[src/rtl/pc_seq_unit.sv]
// pc_seq_unit: program-counter sequencer for the SLC-3 datapath.
// Holds the PC, selects the next PC (PC+INC, address adder, bus, return-stack pop)
// and keeps a small circular return-address stack with sticky overflow/underflow flags.
// Optional feature macro: PC_SEQ_REDIR_CNT_EN enables the saturating redirect counter;
// without it redir_cnt is tied to zero.
module pc_seq_unit #(
  parameter int WIDTH        = 16,
  parameter int INC          = 1,
  parameter int RSTACK_DEPTH = 4,
  parameter logic [WIDTH-1:0] RESET_VEC = '0
) (
  input  logic                              Clk,
  input  logic                              Reset,
  input  logic                              LD_PC,
  input  logic [1:0]                        PCMUX,
  input  logic                              PUSH_RA,
  input  logic                              CLR_FLAGS,
  input  logic [WIDTH-1:0]                  addr_in,
  input  logic [WIDTH-1:0]                  bus_in,
  output logic [WIDTH-1:0]                  pc_out,
  output logic [$clog2(RSTACK_DEPTH+1)-1:0] rs_count,
  output logic                              rs_full,
  output logic                              rs_empty,
  output logic                              rs_ovf,
  output logic                              rs_unf,
  output logic [15:0]                       redir_cnt
);

  localparam int CW = $clog2(RSTACK_DEPTH + 1);
  localparam int PW = $clog2(RSTACK_DEPTH);

  logic [WIDTH-1:0] pc_q, pc_d;
  logic [CW-1:0]    count_q, count_d;
  logic [PW-1:0]    wptr_q, wptr_d;
  logic             ovf_q, ovf_d;
  logic             unf_q, unf_d;
  logic [WIDTH-1:0] stack_q [RSTACK_DEPTH];

  logic [WIDTH-1:0] pcInc;
  logic [PW-1:0]    topIdx;
  logic [PW-1:0]    wptrNext;
  logic             doPush;
  logic             doPop;
  logic             isFull;
  logic             isEmpty;

  assign pcInc    = pc_q + WIDTH'(INC);
  assign isFull   = (count_q == CW'(RSTACK_DEPTH));
  assign isEmpty  = (count_q == '0);
  assign topIdx   = (wptr_q == '0) ? PW'(RSTACK_DEPTH - 1) : wptr_q - PW'(1);
  assign wptrNext = (wptr_q == PW'(RSTACK_DEPTH - 1)) ? '0 : wptr_q + PW'(1);
  assign doPush   = LD_PC && PUSH_RA && ((PCMUX == 2'b01) || (PCMUX == 2'b10));
  assign doPop    = LD_PC && (PCMUX == 2'b11) && !isEmpty;

  // Next-state selection for PC, stack pointer/count and sticky flags (clear first, set wins)
  always_comb begin
    pc_d    = pc_q;
    count_d = count_q;
    wptr_d  = wptr_q;
    ovf_d   = CLR_FLAGS ? 1'b0 : ovf_q;
    unf_d   = CLR_FLAGS ? 1'b0 : unf_q;
    if (LD_PC) begin
      unique case (PCMUX)
        2'b00: pc_d = pcInc;
        2'b01: pc_d = addr_in;
        2'b10: pc_d = bus_in;
        default: begin
          if (!isEmpty) begin
            pc_d    = stack_q[topIdx];
            count_d = count_q - CW'(1);
            wptr_d  = topIdx;
          end else begin
            pc_d  = pcInc;
            unf_d = 1'b1;
          end
        end
      endcase
    end
    if (doPush) begin
      wptr_d = wptrNext;
      if (isFull) begin
        ovf_d = 1'b1;
      end else begin
        count_d = count_q + CW'(1);
      end
    end
  end

  // Control registers with synchronous reset; reset discards every stack entry
  always_ff @(posedge Clk) begin
    if (Reset) begin
      pc_q    <= RESET_VEC;
      count_q <= '0;
      wptr_q  <= '0;
      ovf_q   <= 1'b0;
      unf_q   <= 1'b0;
    end else begin
      pc_q    <= pc_d;
      count_q <= count_d;
      wptr_q  <= wptr_d;
      ovf_q   <= ovf_d;
      unf_q   <= unf_d;
    end
  end

  // Stack storage: the return address is the PC+INC seen before this load; a full push overwrites the oldest slot
  always_ff @(posedge Clk) begin
    if (!Reset && doPush) begin
      stack_q[wptr_q] <= pcInc;
    end
  end

`ifdef PC_SEQ_REDIR_CNT_EN
  logic [15:0] redir_q, redir_d;

  // Count every non-sequential load, including underflowing pops, saturating at all-ones
  always_comb begin
    redir_d = redir_q;
    if (LD_PC && (PCMUX != 2'b00) && (redir_q != 16'hFFFF)) begin
      redir_d = redir_q + 16'd1;
    end
  end

  // Redirect counter register, cleared only by reset
  always_ff @(posedge Clk) begin
    if (Reset) begin
      redir_q <= '0;
    end else begin
      redir_q <= redir_d;
    end
  end

  assign redir_cnt = redir_q;
`else
  assign redir_cnt = 16'h0000;
`endif

  assign pc_out   = pc_q;
  assign rs_count = count_q;
  assign rs_full  = isFull;
  assign rs_empty = isEmpty;
  assign rs_ovf   = ovf_q;
  assign rs_unf   = unf_q;

endmodule

[config.mk]
export PLATFORM = sky130hd
export DESIGN_NAME = pc_seq_unit
export DESIGN_NICKNAME = d
export VERILOG_FILES = /design/src/rtl/pc_seq_unit.sv
export SDC_FILE = /design/constraint.sdc
export NUM_CORES = 1
export LEC_CHECK = 0
export ABC_AREA = 1
export BUFFER_PORTS_ARGS = -buffer_cell sky130_fd_sc_hd__buf_2
export CAP_MARGIN = 20
export CORE_UTILIZATION = 25
export CTS_CLUSTER_DIAMETER = 40
export CTS_CLUSTER_SIZE = 10
export DETAILED_ROUTE_END_ITERATION = 7
export PLACE_DENSITY = 0.39
export SYNTH_ARGS = -nofsm -noshare
export SYNTH_HDL_FRONTEND = slang
export SYNTH_SLANG_ARGS = --single-unit
[constraint.sdc]
create_clock -name Clk -period 3.15 [get_ports Clk]
set_clock_uncertainty 0.1 [all_clocks]
set_input_delay 0.63 -clock Clk [delete_from_list [all_inputs] [get_ports Clk]]
set_output_delay 0.63 -clock Clk [all_outputs]
set_load 0.01 [all_outputs]
==> flow_metrics.py <==
metrics = {
    "setup_path": {
        "path_max_fanout": 33,
        "critPathKind": "reg -> reg",
        "path_buf_inv": 3,
        "max_stage_delay_ps": 490,
        "crit_chain": "inv_1, ha_1, inv_1, nand2_2, nand2_1, nand3_1, nand3_1, nand4_1, nand2_1, inv_1",
        "cp-start-kind": "register",
        "r2r_slack_ps": 740,
        "rr_endpoint": "pc_out[9]$_SDFFE_PP0P_",
        "crit_top_cell": "inv_1",
        "reg2reg_depth": 10,
        "cpLargestDelayFamily": "simple AND/OR/NAND/NOR gates",
        "cp.arrival_ps": 2550,
        "cp-end-kind": "register",
        "slowest_stage": "nand2_2",
        "required_ps": 3290,
        "rr_startpoint": "wptr_q[1]$_SDFFE_PP0P_",
    },
    "global_routing": {
        "grt_usage_pct": 14.70,
        "grt_max_degree": 34,
        "use_met2_pct": 23.46,
        "grt_pass1_wl_um": 21200,
        "grt-ovfl-total": 0,
        "grt-busiest-layer": "met2",
        "grt_pass1_vias": 3661,
        "grt_use_met3_pct": 2.217,
        "use_met1_pct": 20.47,
        "antenna_found_initial": 0,
    },
    "run_status": {
        "status": "finished, violations left",
        "failed_checks": "design-rule violations",
    },
    "clock_network": {
        "cts_tree": "built",
        "postCtsSetupRepairBufs": 0,
        "cts.sinks": 87,
        "cts.clk_slew.worst_paths_ps": 70,
        "clock_latency_ps": 340,
        "ctsHtreeMaxLevel": 3,
        "cts_hold_buf": 0,
        "numCtsBuffers": 9,
        "cts_buffer_depth": 2,
        "cts-root-buf": "clkbuf_16",
        "cts_resized": 0,
    },
    "routing": {
        "via_per_inst": 4.499,
        "wl_per_cell_um": 16.16,
        "ant_nets": 0,
        "vias": 3797,
        "remaining_drc_errors": 6,
        "first_pass_iters": 8,
        "drt-initial-drc-count": 301,
        "wirelength_um": 13640,
    },
    "final_layout": {
        "fillers": 1926,
        "syn2layout_area_growth_pct": 16.87,
        "diodes": 0,
        "drive_gt1_share_pct": 15.77,
        "final_nets": 661,
    },
    "die": {
        "fp-row-count": 49,
        "die_w_um": 138.5,
        "die_area_sq_mm": 0.01918,
        "design.core.area_sq_mm": 0.01809,
        "initial_core_util_pct": 25.76,
        "die_h_um": 138.5,
        "design.portCount": 78,
    },
    "pwr": {
        "power_mw": 2.856,
        "cellLeakagePower_nw": 2.346,
        "powerDensity_mw_per_mm2": 524.7,
        "max-vdd-ir-drop_mv": 0.2196,
    },
    "yosys": {
        "yosys.area.top_type": "edfxtp_1",
        "ys_warn_count": 0,
        "synth_top_area_share_pct": 41.26,
        "synthDistinctLibCells": 36,
        "syn-instance-count": 553,
        "synth_flop_cell": "edfxtp_1",
        "netlist_area_sq_mm": 0.004658,
        "ys_async_sr_fraction_pct": 0,
        "seq_area_frac_synth_pct": 51.14,
        "syn_area_per_cell_sq_um": 8.424,
        "synth_edf_count": 64,
        "synth_area_leaders": "edfxtp_1 (41%), nand2_1 (13%), dfxtp_1 (9.9%), nand3_1 (8.1%), inv_1 (4.0%)",
        "synth_seq_cells": 87,
    },
    "timing": {
        "fin_ws_ps": 742.7,
        "finalCriticalPeriod_ps": 2407,
        "slew_viol_final": 0,
        "finalHoldViolations": 0,
        "relSlewSlack_pct": 44.71,
        "tightest_slew_ps": 828.5,
        "setup_viol": 0,
        "timing.final.crit_share_pct": 76.42,
        "timing.fmax_ghz": 0.4154,
        "fin_setup_tns_ps": 0,
        "rsz0062_at_grt": "false",
    },
    "hold_path": {
        "hold_path.class": "reg -> reg",
        "min_from": "rs_unf$_SDFF_PP0_",
        "worst_hold_path.num_cells": 2,
        "hold_end": "rs_unf$_SDFF_PP0_",
    },
    "placement": {
        "post-place-ws_ps": 667.2,
        "place_hpwl_um": 9927,
        "port_buffers": 61,
        "globalplace.congestion": 0.8242,
    },
    "flow_run": {
        "max-cap-violations": 0,
    },
}
[kinds of logic after synthesis]
family / after synthesis / share of synthesized area, %
DFF: 87 / 51.14
xor gates and xnor gates: 8 / 1.827
buffers and inverters: 92 / 9.401
AOI/OAI and AO/OA: 64 / 7.655
adders and majority gates: 12 / 3.223
and+or+nand+nor: 289 / 26.67
other: 1 / 0.08050
[final cells by class]
cell class                      count  area [sq um]  share of cell area [%]
Sequential cell                    87          2382                   43.76
Multi-Input combinational cell    389          1894                   34.80
Timing Repair Buffer               69         365.4                   6.711
Tap cell                          229         286.5                   5.263
Clock inverter                      6         83.83                   1.540
Inverter                           54         202.7                   3.723
Clock buffer                       10         229.0                   4.206
[per-stage QoR]
step	util (%)	hold slack, ps	instance area [sq um]	std cells
CTS	30.10	385.4	5444	844
detailed placement	28.37	367.0	5131	828
finish	30.10	381.4	5444	844
floorplan	-	387.2	4715	568
global placement	28.37	370.2	5131	828
global route	30.10	412.6	5444	844
[layout by cell type (no fill, tap or decap)]
cell	n
xor2_1	5
clkinvlp_4	1
nand3_1	75
and2_1	4
xor2_2	1
nand4_1	3
o22ai_1	2
o21ai_2	1
nor2_2	3
o21ai_1	3
a22o_1	5
o211ai_1	1
dfxtp_1	23
xnor2_1	1
clkbuf_1	1
clkinv_1	3
xnor2_2	1
clkbuf_16	9
nor2_4	3
conb_1	16
nand2_2	1
bufinv_16	2
nor3_1	1
a31oi_1	2
inv_2	3
a22oi_1	1
inv_1	50
a311oi_1	1
inv_6	1
nor2_1	31
buf_4	8
edfxtp_1	64
buf_2	61
nand2_1	166
nand3_2	2
ha_1	12
a21oi_1	31
o21ai_0	17
[how the worst max path moves through the flow]
stage                            from                       end  slack [ps]  depth (start not counted)
6_report       wptr_q[1]$_SDFFE_PP0P_    pc_out[9]$_SDFFE_PP0P_         740                         10
5_1_grt        wptr_q[1]$_SDFFE_PP0P_    pc_out[8]$_SDFFE_PP0P_         600                         10
4_1_cts        wptr_q[1]$_SDFFE_PP0P_    pc_out[9]$_SDFFE_PP0P_         730                         10
3_5_place_dp                 PCMUX[0]   stack_q[1][3]$_DFFE_PP_         670                          8
3_3_place_gp                 PCMUX[0]  stack_q[1][14]$_DFFE_PP_         660                          8
2_1_floorplan                PCMUX[0]   stack_q[1][0]$_DFFE_PP_         680                          6
[power breakdown]
group          internal (mW)  leakage [nW]  total, mW  switching, mW
Clock                  0.693         0.148       1.15          0.454
Sequential              1.27         0.780       1.30         0.0312
Combinational          0.128          1.42      0.410          0.283
[metal layers]
| metal | part of all wire (%) | vias to the layer above |
|---|---|---|
| met5 | 0 | - |
| li1 | - | 1906 |
| met2 | 44 | 115 |
| met4 | 1.5 | 0 |
| met3 | 4.6 | 14 |
| met1 | 50 | 1762 |
[cell usage after synthesis, types with 4 or more instances]
cell and number:
clkbuf_1 7, o21ai_0 17, nand2_1 166, buf_4 22, ha_1 12, and2_1 4
inv_1 50, a21oi_1 31, a22o_1 5, nand3_1 75, dfxtp_1 23, xor2_1 5
nor2_1 31, buf_2 7, edfxtp_1 64
[worst min-delay path: cells and delay by family (launching register included)]
family,cells,cell delay [ps]
flops,1,310
compound gates,1,60
simple gates,1,60
[flip-flops by register name, summed over array words and instances, names as in the netlist]
signal,cells
rs_unf,1
pc_out,16
stack_q,64
wptr_q,2
rs_count,3
rs_ovf,1
Power figures use the tool's default switching activity.
